<file path="src/rtl/tpu_pkg.sv">
// rtl/tpu_pkg.sv - shared states, store map and byte counts for the TPU controller
package tpu_pkg;

    typedef enum logic [2:0] {
        LOAD    = 3'd0,
        CLEAR   = 3'd1,
        COMPUTE = 3'd2,
        CAPTURE = 3'd3,
        OUTPUT  = 3'd4
    } tpu_state_t;

    localparam logic [2:0] WEIGHT_BASE = 3'd0;
    localparam logic [2:0] INPUT_BASE  = 3'd4;
    localparam logic [2:0] LAST_ADDR   = 3'd7;

    localparam int NUM_WEIGHT_BYTES = 4;
    localparam int NUM_INPUT_BYTES  = 4;
    localparam int NUM_OUT_BYTES    = 8;
    localparam logic [2:0] LAST_OUT = 3'(NUM_OUT_BYTES - 1);

    // Store address of the cnt-th byte of a frame; weight-reuse frames start at the inputs.
    function automatic logic [2:0] load_addr(input logic keep, input logic [2:0] cnt);
        return (keep ? INPUT_BASE : WEIGHT_BASE) + cnt;
    endfunction

endpackage

</file>
<file path="src/rtl/tpu_controller_if.sv">
// rtl/tpu_controller_if.sv - host, operand store, MMU and result signals of the TPU controller
interface tpu_controller_if #(
    parameter int RES_W = 16
);
    logic             in_valid;
    logic [7:0]       in_data;
    logic             in_ready;
    logic             cfg_keep_weights;
    logic             mem_load_en;
    logic [2:0]       mem_addr;
    logic [7:0]       mem_data;
    logic             mmu_clear;
    logic             mmu_en;
    logic [RES_W-1:0] res0;
    logic [RES_W-1:0] res1;
    logic [RES_W-1:0] res2;
    logic [RES_W-1:0] res3;
    logic             out_valid;
    logic [7:0]       out_data;
    logic             out_ready;
    logic             busy;
    logic             frame_done;

    modport master (
        input  in_valid, in_data, cfg_keep_weights, res0, res1, res2, res3, out_ready,
        output in_ready, mem_load_en, mem_addr, mem_data, mmu_clear, mmu_en,
               out_valid, out_data, busy, frame_done
    );

    modport slave (
        output in_valid, in_data, cfg_keep_weights, res0, res1, res2, res3, out_ready,
        input  in_ready, mem_load_en, mem_addr, mem_data, mmu_clear, mmu_en,
               out_valid, out_data, busy, frame_done
    );
endinterface

</file>
<file path="src/rtl/tpu_controller.sv">
// rtl/tpu_controller.sv - frame sequencer: load operands, run MMU, serialize results
module tpu_controller
    import tpu_pkg::*;
#(
    parameter int COMPUTE_CYCLES = 4,
    parameter int RES_W          = 16
) (
    input  logic         clk,
    input  logic         rst,
    tpu_controller_if.master bus
);

    localparam int CYC_W = (COMPUTE_CYCLES > 1) ? $clog2(COMPUTE_CYCLES) : 1;
    localparam logic [CYC_W-1:0] CYC_LAST = CYC_W'(COMPUTE_CYCLES - 1);

    tpu_state_t       state_q, state_d;
    logic [2:0]       load_cnt_q;
    logic             keep_q;
    logic [CYC_W-1:0] cyc_q;
    logic [2:0]       out_cnt_q;
    logic [63:0]      res_buf_q;

    logic [RES_W-1:0] res_w [4];
    logic             keep_eff;
    logic [2:0]       cur_addr;
    logic             in_hs;
    logic             out_hs;

    assign res_w[0] = bus.res0;
    assign res_w[1] = bus.res1;
    assign res_w[2] = bus.res2;
    assign res_w[3] = bus.res3;

    // The weight-reuse flag is live on the first byte and latched for the remainder.
    assign keep_eff = (load_cnt_q == 3'd0) ? bus.cfg_keep_weights : keep_q;
    assign cur_addr = load_addr(keep_eff, load_cnt_q);
    assign in_hs    = (state_q == LOAD) && bus.in_valid;
    assign out_hs   = (state_q == OUTPUT) && bus.out_ready;

    // State register.
    always_ff @(posedge clk) begin
        if (rst) state_q <= LOAD;
        else     state_q <= state_d;
    end

    // Next-state selection.
    always_comb begin
        state_d = state_q;
        case (state_q)
            LOAD:    if (in_hs && cur_addr == LAST_ADDR) state_d = CLEAR;
            CLEAR:   state_d = COMPUTE;
            COMPUTE: if (cyc_q == CYC_LAST) state_d = CAPTURE;
            CAPTURE: state_d = OUTPUT;
            OUTPUT:  if (out_hs && out_cnt_q == LAST_OUT) state_d = LOAD;
            default: state_d = LOAD;
        endcase
    end

    // Load/compute/output counters, frame flag and result buffer.
    always_ff @(posedge clk) begin
        if (rst) begin
            load_cnt_q <= 3'd0;
            keep_q     <= 1'b0;
            cyc_q      <= '0;
            out_cnt_q  <= 3'd0;
            res_buf_q  <= '0;
        end else begin
            if (in_hs) begin
                if (load_cnt_q == 3'd0) keep_q <= bus.cfg_keep_weights;
                load_cnt_q <= (cur_addr == LAST_ADDR) ? 3'd0 : load_cnt_q + 3'd1;
            end
            if (state_q == COMPUTE) begin
                cyc_q <= (cyc_q == CYC_LAST) ? '0 : cyc_q + 1'b1;
            end
            if (state_q == CAPTURE) begin
                res_buf_q <= {res_w[3][15:0], res_w[2][15:0], res_w[1][15:0], res_w[0][15:0]};
            end
            if (out_hs) out_cnt_q <= out_cnt_q + 3'd1;
        end
    end

    // Outputs; reset forces the idle values regardless of the registered state.
    always_comb begin
        bus.in_ready    = 1'b0;
        bus.mem_load_en = 1'b0;
        bus.mem_addr    = 3'd0;
        bus.mem_data    = 8'd0;
        bus.mmu_clear   = 1'b0;
        bus.mmu_en      = 1'b0;
        bus.out_valid   = 1'b0;
        bus.out_data    = 8'd0;
        bus.busy        = 1'b1;
        bus.frame_done  = 1'b0;
        if (rst) begin
            bus.in_ready = 1'b1;
            bus.busy     = 1'b0;
        end else begin
            case (state_q)
                LOAD: begin
                    bus.in_ready = 1'b1;
                    bus.busy     = (load_cnt_q != 3'd0);
                    if (bus.in_valid) begin
                        bus.mem_load_en = 1'b1;
                        bus.mem_addr    = cur_addr;
                        bus.mem_data    = bus.in_data;
                    end
                end
                CLEAR:   bus.mmu_clear = 1'b1;
                COMPUTE: bus.mmu_en    = 1'b1;
                OUTPUT: begin
                    bus.out_valid  = 1'b1;
                    bus.out_data   = res_buf_q[{out_cnt_q, 3'b000} +: 8];
                    bus.frame_done = bus.out_ready && (out_cnt_q == LAST_OUT);
                end
                default: ;
            endcase
        end
    end

endmodule

</file>
<file path="src/flat_wrapper.sv">
// flat-port wrapper written by rule: the top's interface ports become plain ports
module tpu_controller_flat import tpu_pkg::*;
#(
    parameter int COMPUTE_CYCLES = 4,
    parameter int RES_W          = 16
)
  (clk, rst, bus_in_valid, bus_in_data, bus_cfg_keep_weights, bus_res0, bus_res1, bus_res2, bus_res3, bus_out_ready, bus_in_ready, bus_mem_load_en, bus_mem_addr, bus_mem_data, bus_mmu_clear, bus_mmu_en, bus_out_valid, bus_out_data, bus_busy, bus_frame_done);
  tpu_controller_if #(.RES_W(RES_W)) bus_i ();
  input  logic clk;
  input  logic rst;
  input wire logic [$bits(bus_i.in_valid)-1:0] bus_in_valid;
  input wire logic [$bits(bus_i.in_data)-1:0] bus_in_data;
  input wire logic [$bits(bus_i.cfg_keep_weights)-1:0] bus_cfg_keep_weights;
  input wire logic [$bits(bus_i.res0)-1:0] bus_res0;
  input wire logic [$bits(bus_i.res1)-1:0] bus_res1;
  input wire logic [$bits(bus_i.res2)-1:0] bus_res2;
  input wire logic [$bits(bus_i.res3)-1:0] bus_res3;
  input wire logic [$bits(bus_i.out_ready)-1:0] bus_out_ready;
  output wire logic [$bits(bus_i.in_ready)-1:0] bus_in_ready;
  output wire logic [$bits(bus_i.mem_load_en)-1:0] bus_mem_load_en;
  output wire logic [$bits(bus_i.mem_addr)-1:0] bus_mem_addr;
  output wire logic [$bits(bus_i.mem_data)-1:0] bus_mem_data;
  output wire logic [$bits(bus_i.mmu_clear)-1:0] bus_mmu_clear;
  output wire logic [$bits(bus_i.mmu_en)-1:0] bus_mmu_en;
  output wire logic [$bits(bus_i.out_valid)-1:0] bus_out_valid;
  output wire logic [$bits(bus_i.out_data)-1:0] bus_out_data;
  output wire logic [$bits(bus_i.busy)-1:0] bus_busy;
  output wire logic [$bits(bus_i.frame_done)-1:0] bus_frame_done;
  assign bus_i.in_valid = bus_in_valid;
  assign bus_i.in_data = bus_in_data;
  assign bus_i.cfg_keep_weights = bus_cfg_keep_weights;
  assign bus_i.res0 = bus_res0;
  assign bus_i.res1 = bus_res1;
  assign bus_i.res2 = bus_res2;
  assign bus_i.res3 = bus_res3;
  assign bus_i.out_ready = bus_out_ready;
  assign bus_in_ready = bus_i.in_ready;
  assign bus_mem_load_en = bus_i.mem_load_en;
  assign bus_mem_addr = bus_i.mem_addr;
  assign bus_mem_data = bus_i.mem_data;
  assign bus_mmu_clear = bus_i.mmu_clear;
  assign bus_mmu_en = bus_i.mmu_en;
  assign bus_out_valid = bus_i.out_valid;
  assign bus_out_data = bus_i.out_data;
  assign bus_busy = bus_i.busy;
  assign bus_frame_done = bus_i.frame_done;
  tpu_controller #(.COMPUTE_CYCLES(COMPUTE_CYCLES), .RES_W(RES_W)) u_core (.clk(clk), .rst(rst), .bus(bus_i));
endmodule
</file>
<file path="config.mk">
export PLATFORM = sky130hd
export DESIGN_NAME = tpu_controller_flat
export DESIGN_NICKNAME = d
export VERILOG_FILES = /design/src/rtl/tpu_pkg.sv /design/src/rtl/tpu_controller_if.sv /design/src/rtl/tpu_controller.sv /design/src/flat_wrapper.sv
export SDC_FILE = /design/constraint.sdc
export NUM_CORES = 1
export LEC_CHECK = 0
export CAP_MARGIN = 20
export CORE_ASPECT_RATIO = 0.75
export CORE_MARGIN = 1.5
export CORE_UTILIZATION = 51
export DETAILED_ROUTE_END_ITERATION = 16
export PLACE_DENSITY = 0.94
export RECOVER_POWER = 25
export SLEW_MARGIN = 5
export SYNTH_ARGS = -nofsm -noshare
export SYNTH_HDL_FRONTEND = slang
export SYNTH_SLANG_ARGS = --single-unit
</file>
<file path="constraint.sdc">
create_clock -name clk -period 3.25 [get_ports clk]
set_clock_uncertainty 0.15 [all_clocks]
set_input_delay 0.65 -clock clk [delete_from_list [all_inputs] [get_ports clk]]
set_output_delay 0.65 -clock clk [all_outputs]
set_load 0.05 [all_outputs]
</file>
=== After elaboration in Yosys (flattened, before gate mapping) ===
Index checks and enable logic that the tools add are counted.

* Bitwise gates (word level): 0
* Reduce and logical (&&, ||, !) cells: 9
* Magnitude comparators: 0
* Divide/modulo/power cells: 0
* Eq/ne operators: 10
* Multipliers: 0
* Shifts and indexed selects: 1
* Add/subtract/negate cells: 4
* Muxes and demuxes: 31

{| class="wikitable"
|+ Operator list
! kind !! number
|-
| 64-bit by 7-bit variable part select with 8-bit output || 1
|-
| 8-bit two-way mux || 5
|-
| 3-bit two-way mux || 8
|-
| 1-bit two-way mux || 16
|-
| 3-bit one-hot mux with 5 select lines || 1
|-
| 3-bit equality test (second input constant) || 3
|-
| 3-bit by 1-bit adder with 3-bit output (second input constant) || 2
|-
| 3-bit by 2-bit equality test with 1-bit output (second input constant) || 2
|-
| 3-bit logical NOT || 2
|-
| 1-bit logical AND || 5
|-
| 2-bit inequality test (second input constant) || 2
|-
| 3-bit adder || 1
|-
| 3-bit by 1-bit equality test with 1-bit output (second input constant) || 1
|-
| 3-bit AND reduction || 1
|-
| 3-bit nonzero test || 1
|-
| 2-bit by 1-bit adder with 2-bit output (second input constant) || 1
|-
| 2-bit equality test (second input constant) || 1
|-
| 2-bit two-way mux || 1
|-
| 2-bit by 1-bit inequality test with 1-bit output (second input constant) || 1
|}

* Register bits after elaboration: 76
* Latch bits: 0
* Memories kept: 0
* Bits in writable memories: 0
* Bits in read-only memories: 0

=== Longest topological paths before layout ===
Gate-level depths: netlist (run 1).

* Word-level depth: 8
* Depth in mapped cells: 6

=== Least setup slack after synthesis (run 1) ===
OpenSTA, ideal clock, no wires.

* Path kind: input port to output port
* From: input port rst
* To: output port bus_out_data[6]
* Required time: 2.450 ns
* Arrival time: 2.687 ns
* Buffers on the path: 1
* Stages: 4
* Setup slack: -0.237 ns
* Path through: clkbuf_1 nor2_1 nand2_1 o22ai_1

* Longest elaborated chain between the ends: 1

{| class="wikitable"
|+ Ends and longest elaborated chain
! item !! line !! text
|-
| start, declared || flat_wrapper.sv:10 || <nowiki>input logic rst;</nowiki>
|-
| 8-bit two-way mux || tpu_controller.sv:94 || <nowiki>if (rst) begin</nowiki>
|-
| end, declared || flat_wrapper.sv:26 || <nowiki>output wire logic [$bits(bus_i.out_data)-1:0] bus_out_data;</nowiki>
|}

No other way between the ends.

=== Worst setup path in the final report (run 1) ===
* From: register u_core.state_q[2]
* To: output port bus_out_valid

* Longest elaborated chain between the ends: 3

{| class="wikitable"
|+ Ends and longest elaborated chain
! item !! line !! text
|-
| start, declared || tpu_controller.sv:16 || <nowiki>tpu_state_t state_q, state_d;</nowiki>
|-
| start signal, assigned || tpu_controller.sv:43 || <nowiki>else state_q <= state_d;</nowiki>
|-
| 3-bit equality test || tpu_controller.sv:98 || <nowiki>case (state_q)</nowiki>
|-
| 1-bit two-way mux || tpu_controller.sv:98 ||
|-
| 1-bit two-way mux || tpu_controller.sv:94 ||
|-
| end, declared || flat_wrapper.sv:25 || <nowiki>output wire logic [$bits(bus_i.out_valid)-1:0] bus_out_valid;</nowiki>
|}

No other way between the ends.

==> impl_results.md, run 1 <==
- Total congestion overflow: 0
- HPWL after detailed placement: 6500 um
- N_diodes: 0
- Area share of the largest cell type after synthesis: 44.4%
- Largest family of logic cells by synthesized area: simple AND/OR/NAND/NOR gates
- Final Wtd Congestion: 0.829
- Crit Path Max Fanout: 10
- Critical path class: reg2out
- CTS tree: yes
- Vias/cell: 5.42
- Pin count of the biggest net entering global routing: 66
- Netlist cell types: 36
- Die area: 0.00723 sq mm
- Rel. slew slack: 18.4%
- Starting Density: 53.5%
- Clock latency on the worst-skew pair: 0.35 ns
- Core region area: 0.00641 sq mm
- Drt initial violations: 199
- Final ANT Viol Nets: 0
- Max clock buf depth: 2
- Post-Synth XOR/XNOR Area: 0.511%
- Hold Path Class: reg2reg
- Worst-path clk slew: 0.08 ns
- CP Cell Sequence: or3b_1, nor2_1, clkdlybuf4s50_1
- Hold Path End: u_core.res_buf_q[55]
- FP Rows: 25
- Synth warnings: 0
- Worst flop-to-flop path endpoint: u_core.res_buf_q[18]
- Area grow syn2layout: 39.6%
- Post-synthesis sequential area ratio: 44.4%
- Final Critical Period: 3.13 ns
- # port buffers: 102
- R2R setup slack: 0.99 ns
- CP arrival: 2.33 ns
- Reg2Reg Launch Point: u_core.state_q[2]
- Post-synthesis mux area share: 12.3%
- RSZ-0062 raised after global routing: false
- Max-slew violations: 0
- Reg2Reg Depth: 4
- Peak supply drop: 250 uV
- Type of element capturing the critical path: output port
- Post-synthesis compound-gate area fraction: 12.5%
- Simple-gate share of the synthesized area: 22.1%
- Routed wire per std cell: 15.0 um
- Root Buffer: clkbuf_8
- Synth Flop Type: dfxtp_1
- Layout net count: 582
- Worst Hold Depth: 2
- Post-route DRC: 0
- Placed Area: 0.00457 sq mm
- Final hold vios: 0
- Die W: 97.7 um
- Adder-Cell Fraction of Synth Area: 1.82%
- Global-route wire length before repair: 14000 um
- Area leader, netlist: dfxtp_1
- Most frequent cells after synthesis: nand2_1, dfxtp_1, a21oi_1, inv_1, mux4_2
- Slew at the pin with the worst max-slew slack: 1.22 ns
- Power per cell area: 404 mW/mm^2
- Total negative slack: 0 ns
- Cell area after synthesis: 0.00343 sq mm
- Final WL: 8780 um
- H-tree Lvls: 3
- Leakage power: 1.65 nW
- # Post-CTS Setup Buffers: 0
- Die H: 74.0 um
- Max Clk Rate: 319 MHz
- Slowest-stage cell, CP: clkdlybuf4s50_1
- # setup viols final: 0
- Clk sinks: 76
- Tcrit/Tclk final: 96.4%
- Number of synthesized flops with an enable pin: 0
- Hold_sp: u_core.res_buf_q[55]
- CTS Hold Buffers Added: 0
- I/O Pins: 103
- Post-synthesis area per instance: 8.30 sq um
- Most common cell in the netlist: nand2_1
- Num CTS Buffers: 9
- Synth Net Count: 495
- Synth area leaders: dfxtp_1, nand2_1, mux4_2, a21oi_1, inv_1
- Max_cap viols: 0
- Initial antenna violation count: 0
- Drt first pass iters: 4
- Layout cell share with drive strength beyond 1: 12.9%
- Worst path required time: 2.45 ns
- Post-CTS resize count: 0
- Setup crit start kind: flop
- Vias: 3174
- Vias in the first global route: 3049
- Result of the run: finished clean
- #FFs+latches synth: 76
- GRT Overall Usage: 24.8%
- Fraction of synthesis flops using an asynchronous set or reset pin: 0%
- Max incr delay on CP: 0.83 ns
- Post-route cell area: 0.00478 sq mm
- Synthesized instance count: 413
worst max-delay path, delay by kind of cell, from the launching register on:
family | cells | cell delay, ns
buffers and inverters | 1 | 0.83
AND/OR/NAND/NOR | 2 | 0.61
flip-flops | 1 | 0.55
cells by family after synthesis:
group / after synthesis
DFF: 76
xor gates and xnor gates: 2
AOI/OAI and AO/OA: 81
muxes: 22
adders and majority gates: 5
buffers and inverters: 51
and+or+nand+nor: 176
cell usage in the layout, fill, tap and decap left out, types with 10 or more instances in the layout:
cell and count:
inv_1 18, mux4_2 16, and2_1 10, dfxtp_1 76
buf_4 14, buf_12 13, clkdlybuf4s50_1 78, a21oi_1 68
nor2_1 11, nand2_1 133
report_power, final:
part,switching [W],leakage [nW],internal [W]
Combinational,0.0000783,0.927,0.000119
Sequential,0.00000344,0.612,0.000933
Clock,0.000363,0.110,0.000437
area by class of cell:
type                            count  area (sq um)
Clock buffer                        9           124
Clock inverter                      7          98.8
Fill cell                         417          1630
Inverter                           18          67.6
Multi-Input combinational cell    286          1700
Sequential cell                    76          1520
Tap cell                           81           101
Timing Repair Buffer              109          1180
sequential cells by signal, indices dropped and copies added, names as in the netlist:
signal / count
u_core.keep_q: 1
u_core.load_cnt_q: 3
u_core.res_buf_q: 64
u_core.state_q: 3
u_core.out_cnt_q: 3
u_core.cyc_q: 2
through the flow:
step,power (W),worst slack (ns),util [%],hold WS [ns],cells
floorplan,0.00102,-0.237,-,0.283,413
global placement,0.00115,0.469,71.3,0.289,570
detailed placement,0.00116,0.443,71.3,0.295,570
CTS,0.00195,0.120,74.7,0.306,586
global route,0.00199,0.0315,74.6,0.319,586
finish,0.00193,0.117,74.6,0.306,586
layer usage:
metal / track usage (%) / share of wire, % / up-vias
met2: 43.4 / 49 / 135
met4: 9.68 / 1.3 / 0
met1: 31.0 / 44 / 1478
li1: - / - / 1552
met3: 5.08 / 6.3 / 9
met5: 0 / 0 / -
how the worst max path moves through the flow:
stage,from,endpoint,slack (ns)
global placement,bus_in_valid,bus_mem_addr[2],0.47
global route,u_core.state_q[2],bus_out_valid,0.03
CTS,u_core.state_q[2],bus_out_valid,0.12
finish,u_core.state_q[2],bus_out_valid,0.12
floorplan,rst,bus_out_data[6],-0.24
detailed placement,bus_in_valid,bus_mem_addr[2],0.44
Note: power is estimated with default switching activity, not from simulation.
==> inputs of run 2 (changes only) <==
SETUP_SLACK_MARGIN = 0.4   (was default)
==> run 2 against run 1 <==
Final area rose by 1.2%. Fmax rose by 9.5%. First-iteration DRC count fell by 14%. Sequential cell count did not move. Wire length rose by 2.3%. Hold slack improved by 0.0010 ns. Worst setup slack improved by 0.27 ns. Critical path type unchanged.
==> impl_results.md, run 2 (same netlist as run 1, synthesis figures left out) <==
- Max_cap viols: 0 (unchanged)
- Slew at the pin with the worst max-slew slack: 1.22 ns (-0.00848 ns)
- CP Cell Sequence: nor3_1, or2_2, dlygate4sd2_1
- Switch share: 22.2% (-0.83 points)
- Vias/cell: 5.51 (+1.6%)
- Num CTS Buffers: 9 (unchanged)
- GRT Overall Usage: 24.9% (about the same)
- Vias in the first global route: 2991 (-1.9%)
- Critical path class: reg2out
- Slowest-stage cell, CP: nor3_1
- Final ANT Viol Nets: 0 (unchanged)
- Total congestion overflow: 0 (unchanged)
- FP Rows: 25 (unchanged)
- Tcrit/Tclk final: 88.0% (-8.4 points)
- Hold Path Class: reg2reg
- Pin count of the biggest net entering global routing: 66 (unchanged)
- Commonest non-fill, non-tap cell in the layout: nand2_1
- Area grow syn2layout: 41.3%
- Max incr delay on CP: 0.57 ns (-0.26 ns)
- Clk network pwr share: 38.0% (-3.4 points)
- Pint: 0.00142 W (-4.9%)
- Most frequent cells in the layout: nand2_1, clkdlybuf4s50_1, dfxtp_1, a21oi_1, inv_1
- Layout net count: 581 (-0.17%)
- Vias: 3215 (+1.3%)
- Pre-CTS setup slack: 0.406 ns (-0.0373 ns)
- Worst-path clk slew: 0.07 ns (about the same)
- Core region area: 0.00641 sq mm (unchanged)
- Power per cell area: 376 mW/mm^2 (-7.1%)
- Logic gate share of total power: 10.6% (+0.4 points)
- Die W: 97.7 um (unchanged)
- Leakage power: 1.65 nW (+0.12%)
- Global-route wire length before repair: 14000 um (-0.10%)
- Sequential fraction of design power: 51.4% (+3.0 points)
- Peak supply drop: 292 uV (+17%)
- Max Clk Rate: 350 MHz (+9.5%)
- Layout cell share with drive strength beyond 1: 15.1% (+2.2 points)
- Root Buffer: clkbuf_8
- Final core utilization: 75.5% (+0.92 points)
- Clk sinks: 76 (unchanged)
- Die H: 74.0 um (unchanged)
- Max-slew violations: 0 (unchanged)
- Drt initial violations: 171 (-14%)
- Biggest register: u_core.res_buf_q
- H-tree Lvls: 3 (unchanged)
- Drt first pass iters: 4 (unchanged)
- Post-route DRC: 0 (unchanged)
- Non-filler cells, final: 584 (-0.34%)
- # setup viols final: 0 (unchanged)
- PnR worst setup slack: 0.390 ns (+0.272 ns)
- Starting Density: 53.5% (unchanged)
- Final hold vios: 0 (unchanged)
- Initial antenna violation count: 0 (unchanged)
- Max clock buf depth: 2 (unchanged)
- N_diodes: 0 (unchanged)
- Worst path required time: 2.45 ns (about the same)
- # port buffers: 102 (unchanged)
- Rel. slew slack: 18.9% (+0.57 points)
- Clock latency on the worst-skew pair: 0.35 ns (about the same)
- CTS Hold Buffers Added: 0 (unchanged)
- HPWL after detailed placement: 6470 um (-0.48%)
- Final Wtd Congestion: 0.799 (-3.6%)
- Placed Cells incl. Taps: 569 (-0.18%)
- Final Critical Period: 2.86 ns (-0.272 ns)
- Result of the run: finished clean
- Routed wire per std cell: 15.4 um (+2.7%)
- Final WL: 8980 um (+2.3%)
- Die area: 0.00723 sq mm (unchanged)
- CTS tree: yes
- Max FFs per register: 64 (unchanged)
- CP arrival: 2.06 ns (-0.27 ns)
- Crit Path Max Fanout: 10 (unchanged)
- Setup crit start kind: flop
- Type of element capturing the critical path: output port
- Sw Pwr: 0.000404 W (-9.3%)
- RSZ-0062 raised after global routing: true
- I/O Pins: 103 (unchanged)
==> run 2: changes by cell type in the layout (fill, tap and decap cells not counted), moves of 2 or more <==
cell | before | now
buf_4 | 14 | 5
buf_6 | 0 | 8
o22ai_1 | 8 | 0
o22ai_2 | 0 | 6
dfxtp_1 | 76 | 73
dlygate4sd2_1 | 0 | 3
clkdlybuf4s50_1 | 78 | 76
clkinv_2 | 1 | 3
dfxtp_4 | 0 | 2
inv_6 | 2 | 0
nor4b_1 | 0 | 2
nor4b_2 | 2 | 0
o22ai_4 | 0 | 2
==> run 2: final timing paths <==
check | end | slack, ns | from | depth (start not counted)
worst max-delay path | bus_in_ready | 0.39 | u_core.state_q[1] | 3
worst min-delay path | u_core.res_buf_q[8] | 0.31 | u_core.res_buf_q[8] | 2
worst max register to register | u_core.res_buf_q[12] | 1.16 | u_core.state_q[1] | 4
worst min register to register | u_core.res_buf_q[8] | 0.31 | u_core.res_buf_q[8] | 2
==> run 2: power groups by stage <==
stage	clock network [W]	logic, W	registers [W]
after floorplan	0	0.0000634	0.000957
after global placement	0	0.000192	0.000958
after detailed placement	0	0.000194	0.000959
after CTS	0.000700	0.000194	0.000936
after global routing	0.000733	0.000204	0.000936
final	0.000691	0.000194	0.000935
==> run 2: stage by stage <==
step / instance area [sq um] / power [W] / TNS (ns) / hold slack, ns
2_1_floorplan: 3480 / 0.00102 / -0.676 / 0.283
3_3_place_gp: 4600 / 0.00115 / 0 / 0.289
3_5_place_dp: 4600 / 0.00115 / 0 / 0.297
4_1_cts: 4800 / 0.00183 / 0 / 0.306
5_1_grt: 4840 / 0.00187 / 0 / 0.321
6_report: 4840 / 0.00182 / 0 / 0.307
==> run 2: repair_timing <==
item                       CTS  global route
setup endpoints to repair   11            19
buffers inserted             0             0
gates resized for setup     10            13
==> run 2: worst max-delay path, delay by kind of cell, from the launching register on <==
kind                   cells  cell delay (ns)
buffers and inverters      1             0.52
DFF                        1             0.40
and+or+nand+nor            2             0.79
==> run 2: cell type report <==
cell class              instances  area, sq um
inverters                      18         67.6
fillers                       423         1570
clock inverters                 5         52.6
multi-input cells             286         1760
well taps                      81          101
clock buffers                  10          138
flip-flops and latches         76         1530
repair buffers                108         1190
==> run 2: per-layer routing <==
metal  vias to the layer above  track usage, %  part of all wire, %
met5                         -               0                    0
met3                        26            6.20                  7.5
li1                       1553               -                    -
met2                       123            43.4                   49
met4                         0            10.8                  2.3
met1                      1513            30.0                   41
